$ cat config.mk
export PLATFORM = sky130hd
export DESIGN_NAME = tblink_rpc_invoke_arb
export DESIGN_NICKNAME = d
export VERILOG_FILES = /design/src/rtl/tblink_rpc_invoke_arb_pkg.sv /design/src/rtl/tblink_rpc_call_tracker.sv /design/src/rtl/tblink_rpc_invoke_arb.sv
export SDC_FILE = /design/constraint.sdc
export NUM_CORES = 1
export LEC_CHECK = 0
export CORE_AREA = 5 5 205 207
export DETAILED_ROUTE_END_ITERATION = 6
export DIE_AREA = 0 0 210 212
export GPL_ROUTABILITY_DRIVEN = 0
export PLACE_DENSITY_LB_ADDON = 0.05
export SETUP_SLACK_MARGIN = 0.2
export SLEW_MARGIN = 20
export SYNTH_ARGS = -nofsm -noshare
export SYNTH_HDL_FRONTEND = slang
export SYNTH_SLANG_ARGS = --single-unit
$ cat constraint.sdc
create_clock -name clock -period 15.85 [get_ports clock]
set_input_delay 1.585 -clock clock [delete_from_list [all_inputs] [get_ports clock]]
set_output_delay 1.585 -clock clock [all_outputs]
set_load 0.1 [all_outputs]
$ cat src/rtl/tblink_rpc_invoke_arb_pkg.sv
// Shared types and helpers for the invoke arbiter: FSM states, id width
// helper and the round-robin pick function.
package tblink_rpc_arb_pkg;

    localparam int unsigned MAX_REQ = 16;
    localparam int unsigned PICK_W  = 4;

    typedef enum logic {
        ARB   = 1'b0,
        ISSUE = 1'b1
    } arb_state_e;

    // Width of a requester tag; never narrower than one bit.
    function automatic int unsigned id_width(input int unsigned n);
        return (n > 1) ? $clog2(n) : 1;
    endfunction

    // First set bit of mask at or after ptr, wrapping within the first n bits.
    function automatic logic [PICK_W-1:0] rr_pick(
        input logic [MAX_REQ-1:0] mask,
        input logic [PICK_W-1:0]  ptr,
        input int unsigned        n
    );
        logic [PICK_W-1:0] pick;
        logic              found;
        int unsigned       idx;
        pick  = '0;
        found = 1'b0;
        for (int unsigned k = 0; k < MAX_REQ; k++) begin
            idx = (32'(ptr) + k) % n;
            if (!found && (k < n) && mask[idx[PICK_W-1:0]]) begin
                pick  = idx[PICK_W-1:0];
                found = 1'b1;
            end
        end
        return pick;
    endfunction

endpackage

$ cat src/rtl/tblink_rpc_call_tracker.sv
// Per-requester outstanding-call tracker: pending bit plus a saturating
// age counter that expires the call once it reaches the timeout limit.
module tblink_rpc_call_tracker
    import tblink_rpc_arb_pkg::*;
#(
    parameter int unsigned TMO_W = 16
) (
    input  logic             clk_i,
    input  logic             rst_i,
    input  logic             set_i,
    input  logic             ret_i,
    input  logic [TMO_W-1:0] tmo_cycles_i,
    output logic             pending_o,
    output logic             ok_o,
    output logic             tmo_o
);

    logic             pending_q, pending_d;
    logic [TMO_W-1:0] cnt_q, cnt_d, cnt_inc;
    logic             expire;

    // Age/expiry evaluation; a return in the expiry cycle takes precedence.
    always_comb begin
        cnt_inc   = (cnt_q == '1) ? cnt_q : cnt_q + TMO_W'(1);
        expire    = pending_q && (tmo_cycles_i != '0) && (cnt_inc >= tmo_cycles_i);
        ok_o      = pending_q && ret_i;
        tmo_o     = expire && !ret_i;
        pending_d = pending_q;
        cnt_d     = cnt_q;
        if (set_i) begin
            pending_d = 1'b1;
            cnt_d     = '0;
        end else if (pending_q) begin
            cnt_d = cnt_inc;
            if (ok_o || tmo_o) begin
                pending_d = 1'b0;
            end
        end
    end

    // Pending flag and age counter registers.
    always_ff @(posedge clk_i or posedge rst_i) begin
        if (rst_i) begin
            pending_q <= 1'b0;
            cnt_q     <= '0;
        end else begin
            pending_q <= pending_d;
            cnt_q     <= cnt_d;
        end
    end

    assign pending_o = pending_q;

endmodule

$ cat src/rtl/tblink_rpc_invoke_arb.sv
// Round-robin arbiter sharing one endpoint invoke channel among N_REQ BFM
// requesters, with per-requester return routing and call timeouts.
module tblink_rpc_invoke_arb
    import tblink_rpc_arb_pkg::*;
#(
    parameter  int unsigned N_REQ    = 4,
    parameter  int unsigned METHOD_W = 8,
    parameter  int unsigned PARAM_W  = 64,
    parameter  int unsigned TMO_W    = 16,
    localparam int unsigned IDW      = id_width(N_REQ)
) (
    input  logic                      clock,
    input  logic                      reset,
    input  logic [N_REQ-1:0]          req_valid,
    output logic [N_REQ-1:0]          req_ready,
    input  logic [N_REQ-1:0]          req_blocking,
    input  logic [N_REQ*METHOD_W-1:0] req_method,
    input  logic [N_REQ*PARAM_W-1:0]  req_params,
    output logic                      inv_valid,
    input  logic                      inv_ready,
    output logic [IDW-1:0]            inv_id,
    output logic [METHOD_W-1:0]       inv_method,
    output logic [PARAM_W-1:0]        inv_params,
    output logic                      inv_blocking,
    input  logic                      ret_valid,
    input  logic [IDW-1:0]            ret_id,
    input  logic [PARAM_W-1:0]        ret_data,
    output logic [N_REQ-1:0]          rsp_valid,
    output logic [N_REQ-1:0]          rsp_err,
    output logic [PARAM_W-1:0]        rsp_data,
    input  logic [TMO_W-1:0]          tmo_cycles,
    output logic [N_REQ-1:0]          pending,
    output logic                      spurious
);

    arb_state_e          state_q, state_d;
    logic [IDW-1:0]      ptr_q, ptr_d, grant_idx;
    logic [PICK_W-1:0]   pick;
    logic [MAX_REQ-1:0]  elig_ext;
    logic [N_REQ-1:0]    eligible, ready_vec, set_vec, ret_vec, ok_vec, tmo_vec, pending_vec;

    logic [IDW-1:0]      inv_id_q, inv_id_d;
    logic [METHOD_W-1:0] inv_method_q, inv_method_d;
    logic [PARAM_W-1:0]  inv_params_q, inv_params_d;
    logic                inv_blocking_q, inv_blocking_d;

    logic [N_REQ-1:0]    rsp_valid_q, rsp_valid_d, rsp_err_q, rsp_err_d;
    logic [PARAM_W-1:0]  rsp_data_q, rsp_data_d;
    logic                spurious_q, spurious_d;

    // Arbitration / issue FSM next-state and invoke latch.
    always_comb begin
        eligible  = req_valid & ~pending_vec;
        elig_ext  = '0;
        elig_ext[N_REQ-1:0] = eligible;
        pick      = rr_pick(elig_ext, PICK_W'(ptr_q), N_REQ);
        grant_idx = pick[IDW-1:0];

        state_d        = state_q;
        ptr_d          = ptr_q;
        ready_vec      = '0;
        set_vec        = '0;
        inv_id_d       = inv_id_q;
        inv_method_d   = inv_method_q;
        inv_params_d   = inv_params_q;
        inv_blocking_d = inv_blocking_q;

        case (state_q)
            ARB: begin
                if (|eligible) begin
                    ready_vec[grant_idx] = 1'b1;
                    inv_id_d       = grant_idx;
                    inv_method_d   = req_method[grant_idx*METHOD_W +: METHOD_W];
                    inv_params_d   = req_params[grant_idx*PARAM_W +: PARAM_W];
                    inv_blocking_d = req_blocking[grant_idx];
                    ptr_d          = (grant_idx == IDW'(N_REQ-1)) ? '0 : grant_idx + IDW'(1);
                    state_d        = ISSUE;
                end
            end
            ISSUE: begin
                if (inv_ready) begin
                    set_vec[inv_id_q] = inv_blocking_q;
                    state_d           = ARB;
                end
            end
            default: state_d = ARB;
        endcase
    end

    // Per-requester trackers; a return id outside the requester range
    // matches no lane and therefore falls through to the spurious path.
    for (genvar i = 0; i < N_REQ; i++) begin : g_trk
        assign ret_vec[i] = ret_valid && (ret_id == IDW'(i));

        tblink_rpc_call_tracker #(
            .TMO_W(TMO_W)
        ) u_trk (
            .clk_i       (clock),
            .rst_i       (reset),
            .set_i       (set_vec[i]),
            .ret_i       (ret_vec[i]),
            .tmo_cycles_i(tmo_cycles),
            .pending_o   (pending_vec[i]),
            .ok_o        (ok_vec[i]),
            .tmo_o       (tmo_vec[i])
        );
    end

    // Response and spurious-return next values.
    always_comb begin
        rsp_valid_d = ok_vec | tmo_vec;
        rsp_err_d   = tmo_vec;
        rsp_data_d  = (|ok_vec) ? ret_data : '0;
        spurious_d  = ret_valid && !(|ok_vec);
    end

    // State, pointer, invoke and response registers.
    always_ff @(posedge clock or posedge reset) begin
        if (reset) begin
            state_q        <= ARB;
            ptr_q          <= '0;
            inv_id_q       <= '0;
            inv_method_q   <= '0;
            inv_params_q   <= '0;
            inv_blocking_q <= 1'b0;
            rsp_valid_q    <= '0;
            rsp_err_q      <= '0;
            rsp_data_q     <= '0;
            spurious_q     <= 1'b0;
        end else begin
            state_q        <= state_d;
            ptr_q          <= ptr_d;
            inv_id_q       <= inv_id_d;
            inv_method_q   <= inv_method_d;
            inv_params_q   <= inv_params_d;
            inv_blocking_q <= inv_blocking_d;
            rsp_valid_q    <= rsp_valid_d;
            rsp_err_q      <= rsp_err_d;
            rsp_data_q     <= rsp_data_d;
            spurious_q     <= spurious_d;
        end
    end

    // The grant is combinational, so it is masked while reset is held.
    assign req_ready    = reset ? '0 : ready_vec;
    assign inv_valid    = (state_q == ISSUE);
    assign inv_id       = inv_id_q;
    assign inv_method   = inv_method_q;
    assign inv_params   = inv_params_q;
    assign inv_blocking = inv_blocking_q;
    assign rsp_valid    = rsp_valid_q;
    assign rsp_err      = rsp_err_q;
    assign rsp_data     = rsp_data_q;
    assign spurious     = spurious_q;
    assign pending      = pending_vec;

endmodule
==> results of run 1 <==
## logic make-up (layout without fill, tap and decap cells)
kind of cell | count (synthesis) | count (layout) | share of synthesized area
AND/OR/NAND/NOR | 488 | 488 | 0.184
flip-flops | 219 | 219 | 0.411
AO/OA/AOI/OAI | 190 | 190 | 0.105
multiplexers | 172 | 172 | 0.132
buffers and inverters | 126 | 630 | 0.0480
XOR/XNOR | 79 | 79 | 0.0519
adder cells (fa/ha/maj) | 72 | 72 | 0.0676
other | 0 | 6 | 0
## cell type report
cell class                 instances  area [sq um]
inverter                          32           128
fill                            3771         20200
multi-input combinational       1001          7220
timing repair buffer             549          5480
sequential                       219          5480
clock buffer                      41           828
tap                              532           666
antenna                            6          15.0
clock inverter                     8           155
## power by group
group / leakage (nW) / total [mW] / internal (mW) / switching (mW)
clock network: 0.487 / 0.683 / 0.425 / 0.259
registers: 2.82 / 0.973 / 0.764 / 0.209
logic: 5.74 / 2.37 / 0.747 / 1.62
total: 9.04 / 4.03 / 1.94 / 2.09
## stage by stage
step	util	instances	hold slack, ps
after detailed placement	0.472	2333	472
after global routing	0.497	2385	513
after global placement	0.472	2333	470
after CTS	0.496	2382	488
after floorplan	-	1346	473
final	0.497	2388	481
## sequential cells by signal, summed over array words and instances, names as in the netlist
register / count
rsp_err: 4
g_trk.u_trk.pending_o: 4
g_trk.u_trk.cnt_q: 64
inv_valid: 1
spurious: 1
inv_id: 2
rsp_valid: 4
inv_blocking: 1
rsp_data: 64
ptr_q: 2
inv_method: 8
inv_params: 64
## critical path, delay by kind of cell
family / cells / cell delay [ps]
buffers and inverters: 3 / 2330
adder cells (fa/ha/maj): 1 / 300
AO/OA/AOI/OAI: 1 / 540
AND/OR/NAND/NOR: 3 / 450
## per-layer routing
layer	vias up	part of all wire	GRT usage
met2	408	0.49	0.392
met5	-	0.00024	0
met4	2	0.033	0.0682
met1	5850	0.40	0.285
li1	5828	-	-
met3	79	0.074	0.0688
## worst min-delay path by stage
stage,startpoint,endpoint
3_3_place_gp,inv_params[47],inv_params[47]
2_1_floorplan,ptr_q[0],ptr_q[0]
4_1_cts,inv_params[63],inv_params[63]
5_1_grt,inv_params[2],inv_params[2]
6_report,inv_params[3],inv_params[3]
3_5_place_dp,inv_params[3],inv_params[3]
## placed cells by master, fill, tap and decap left out, types with 11 or more instances in the layout
cell type        netlist  routed
a21oi_1               39      39
nor3_1                20      20
o21ai_0               18      18
xnor2_1               34      34
and3_1                84      84
nand3_1               37      37
o221ai_1              73      73
nand4_1               35      35
clkdlybuf4s50_1        0     537
nand2b_1              14      13
clkbuf_16              0      27
ha_1                  72      72
and2_1                11      11
inv_1                 29      28
xor2_1                45      45
a21o_1                11      11
dfrtp_1              219     219
nor2_1                92      91
mux2i_1              158     158
nand2_1              153     153
==> run metrics, run 1 <==
outcome=finished clean; worst path required time=about 14000 ps; die width=210 um; maximum VDD drop=143 uV; Post-CTS Hold Buffers=0; Die H=around 210 um; clk_lat worst skew=around 570 ps; detailed placement HPWL=40.9 mm; row count=between 70 and 80; synthesized instance count=1346; initial antenna violation count=7; Min-Delay Path Class=reg -> reg; worst reg2reg endpoint=rsp_valid[1]; DRC Markers=0; WL final=53.9 mm; Initial DRC Count=764; Register-to-Register Path Depth=13; H-Tree Level Count=1; DP Worst Slack=8930 ps; core box area=0.0402 sq mm; Commonest cells post-synth=dfrtp_1 (219), mux2i_1 (158), nand2_1 (153); Synth cell types=61; Post-Synthesis Net Count=between 1.5k and 2k; drt wl/cell=22.6 um; worst r2r src=g_trk[1].u_trk.cnt_q[0]; Initial Util=0.332; Crit. Startpoint=req_valid[1]; Setup TNS Final=0 ps; Worst Skew=26.6 ps; root buf cell=clkbuf_16; warning count from the yosys run=0; I/O Pins=539; CTS-repair resized insts=0; post-CTS setup buffers=0; vias per cell=5.10; crit path time final=6930 ps; total CTS buffers=27; Yosys top cell area share=0.411; Layout area overhead=49.8%; largest cells by area after synthesis=dfrtp_1 (41%), mux2i_1 (12%), ha_1 (6.8%), o221ai_1 (4.8%), nand2_1 (4.3%); Post-synth ARST share=1.00; Total GRT Usage=0.230; global-route wire length before repair=79.3 mm; Yosys top cell by area=dfrtp_1; worst setup path endpoint=req_ready[3]; placed cell area=about 0.019 sq mm; pwr dens=202 mW/mm^2; CTS tree=done; Routed Antenna Nets=0; largest net degree at the start of global routing=between 100 and 150; Worst Path Max Fanout=144; final worst slack=around 8900 ps; critical path cell sequence=clkdlybuf4s50_1, nor2b_2, nand2_1, a221oi_4, buf_12, ha_1, and2_1, clkdlybuf4s50_1; die footprint=0.0445 sq mm; top-count cell post-synth=dfrtp_1; post-synthesis sequential area ratio=0.411; ys flop type=dfrtp_1; critical path arrival=5350 ps; Synth Cell Area=~0.013 sq mm; share of layout cells above drive strength 1=0.0476; Final Hold Viols=0; number of flops mapped to enable cells by yosys=0; clk slew on worst S/H paths=60 ps; Slew HR=0.232; vias in the first global route=between 10k and 15k; Critical Path Slowest Stage Cell=clkdlybuf4s50_1; vias=12.2k; GR Overflow Total=0; Crit path largest cell delay=1140 ps; most frequent CP cell=clkdlybuf4s50_1; count of input and output buffers=538; total power=4.03 mW; clk buf depth=3; CP Launch Type=primary input; nets@finish=2284; Hold Path Depth=2; P_leak=between 9 and 10 nW; fmax=144 MHz; RSZ-0062 raised after global routing=false; Avg Inst Size Synth=9.90 sq um; Setup violations, final=0; Worst R2R Setup Slack=11850 ps; Seq cells post-synth=~220; final worst-path cycle share=0.437; Crit. End Element=output port; Slew @ Worst Pin=~1100 ps; TritonCTS Sinks=219; crit path kind=in -> out; pins over their slew limit=0; post-route cell area=between 0.015 and 0.02 sq mm; DRT Pass-1 Iters=5; # Max-Cap Violations=0
Power figures use the tool's default switching activity.
==> run 2: changes to the inputs <==
--- a/config.mk
+++ b/config.mk
@@ -5,9 +5,9 @@
 export SDC_FILE = /design/constraint.sdc
 export NUM_CORES = 1
 export LEC_CHECK = 0
-export CORE_AREA = 5 5 205 207
+export CORE_AREA = 5 5 206 208
 export DETAILED_ROUTE_END_ITERATION = 6
-export DIE_AREA = 0 0 210 212
+export DIE_AREA = 0 0 211 213
 export GPL_ROUTABILITY_DRIVEN = 0
 export PLACE_DENSITY_LB_ADDON = 0.05
 export SETUP_SLACK_MARGIN = 0.2
==> constraint.sdc (replaced) <==
create_clock -name clock -period 6.1 [get_ports clock]
set_input_delay 0.61 -clock clock [delete_from_list [all_inputs] [get_ports clock]]
set_output_delay 0.61 -clock clock [all_outputs]
set_load 0.1 [all_outputs]
==> run 2 against run 1 <==
Effect of this change:
- clock-buffer cell count decreased by 4
- largest cell class unchanged
- largest power group unchanged
- sequential power increased to 2.6 times the previous value
- highest routed layer unchanged
- clock skew decreased by 5.0 ps
==> run metrics, run 2 (synthesis results as in run 1) <==
final worst slack=1990 ps; maximum VDD drop=253 uV; Filler cells=3786; fmax=243 MHz; count of input and output buffers=538; I/O Pins=539; total CTS buffers=29; post-CTS setup buffers=0; Worst Skew=21.6 ps; Post-Place Cells=2334; P_leak=9.07 nW; DRT Pass-1 Iters=7; Routed Antenna Nets=0; Slew @ Worst Pin=1170 ps; Initial DRC Count=753; WL final=53.6 mm; clk_lat worst skew=580 ps; worst path required time=5490 ps; clk buf depth=3; pwr dens=525 mW/mm^2; nets@finish=2288; Layout area overhead=50.3%; DP Worst Slack=2040 ps; share of layout cells above drive strength 1=0.0517; detailed placement HPWL=41.2 mm; DRC Markers=0; final cell count without fillers=between 2k and 2.5k; Setup TNS Final=0 ps; initial antenna violation count=6; critical path arrival=3500 ps; core box area=0.0404 sq mm; Post-CTS Hold Buffers=0; crit path kind=reg -> out; root buf cell=clkbuf_16; GR Overflow Total=0; Initial Util=0.330; # Max-Cap Violations=0; Slew HR=0.218; crit path time final=between 4000 and 5000 ps; Total GRT Usage=0.225; vias per cell=between 5 and 6; die width=211 um; final worst-path cycle share=0.673; drt wl/cell=22.4 um; largest net degree at the start of global routing=roughly 150; most common cell after layout, fill and taps aside=clkdlybuf4s50_1; Crit. End Element=output port; vias in the first global route=12.5k; Worst Path Max Fanout=19; global-route wire length before repair=78.0 mm; Hold Slack=481 ps; CTS tree=done; CTS-repair resized insts=0; H-Tree Level Count=1; vias=approximately 12k; RSZ-0062 raised after global routing=false; Setup violations, final=0; outcome=finished clean; pins over their slew limit=0; TritonCTS Sinks=219; row count=74; Min-Delay Path Class=reg -> reg; Final Hold Viols=0; CP Launch Type=flop; Die H=roughly 210 um; die footprint=between 0.04 and 0.05 sq mm; clk slew on worst S/H paths=60 ps; most frequent cells in the layout=clkdlybuf4s50_1 (537), dfrtp_1 (219), mux2i_1 (158), nand2_1 (153), nor2_1 (91)
-- run 2: final cells by class --
type / instances / area, sq um / share of cell area
inverter: 32 / 124 / 0.00619
multi-input combinational: 1001 / 7230 / 0.361
clock buffer: 37 / 806 / 0.0402
timing repair buffer: 551 / 5500 / 0.275
tap: 532 / 666 / 0.0332
antenna: 6 / 15.0 / 0.000750
clock inverter: 16 / 201 / 0.0101
sequential: 219 / 5480 / 0.274
-- run 2: power by group --
part | switching, mW | internal (mW)
sequential | 0.548 | 1.99
clock | 0.699 | 1.10
combinational | 4.22 | 1.95
total | 5.47 | 5.03
-- run 2: critical path, stage by stage, from the launching register on --
cell	delay, ps
dfrtp_1	660
nor2b_2	310
nand2_1	120
a221oi_4	340
ha_1	220
and2_1	130
clkdlybuf4s50_1	1130
-- run 2: path summary, 6_finish.rpt --
check                                          from  cells past startpoint  slack, ps                      end
max                        g_trk[1].u_trk.pending_o                      6       1990             req_ready[3]
min                                  inv_params[55]                      2        480           inv_params[55]
min reg2reg                          inv_params[55]                      2        480           inv_params[55]
max reg2reg                 g_trk[1].u_trk.cnt_q[4]                     13       2120             rsp_valid[1]
max in group asynchronous                     reset                      3       4280  g_trk[3].u_trk.cnt_q[9]
min in group asynchronous                     reset                      2        540            inv_method[3]
-- run 2: stage by stage --
stage	power, mW	cell area [sq um]	utilization
CTS	10.6	20000	0.495
finish	10.5	20000	0.496
global route	11.1	20000	0.496
global placement	8.66	19000	0.470
detailed placement	8.73	19000	0.470
floorplan	7.10	13300	-
-- run 2: per-layer routing --
metal | up-vias | track usage | part of all wire
li1 | 5838 | - | -
met1 | 5890 | 0.276 | 0.40
met2 | 430 | 0.382 | 0.49
met3 | 85 | 0.0716 | 0.080
met4 | 2 | 0.0633 | 0.030
met5 | - | 0 | 0.00013
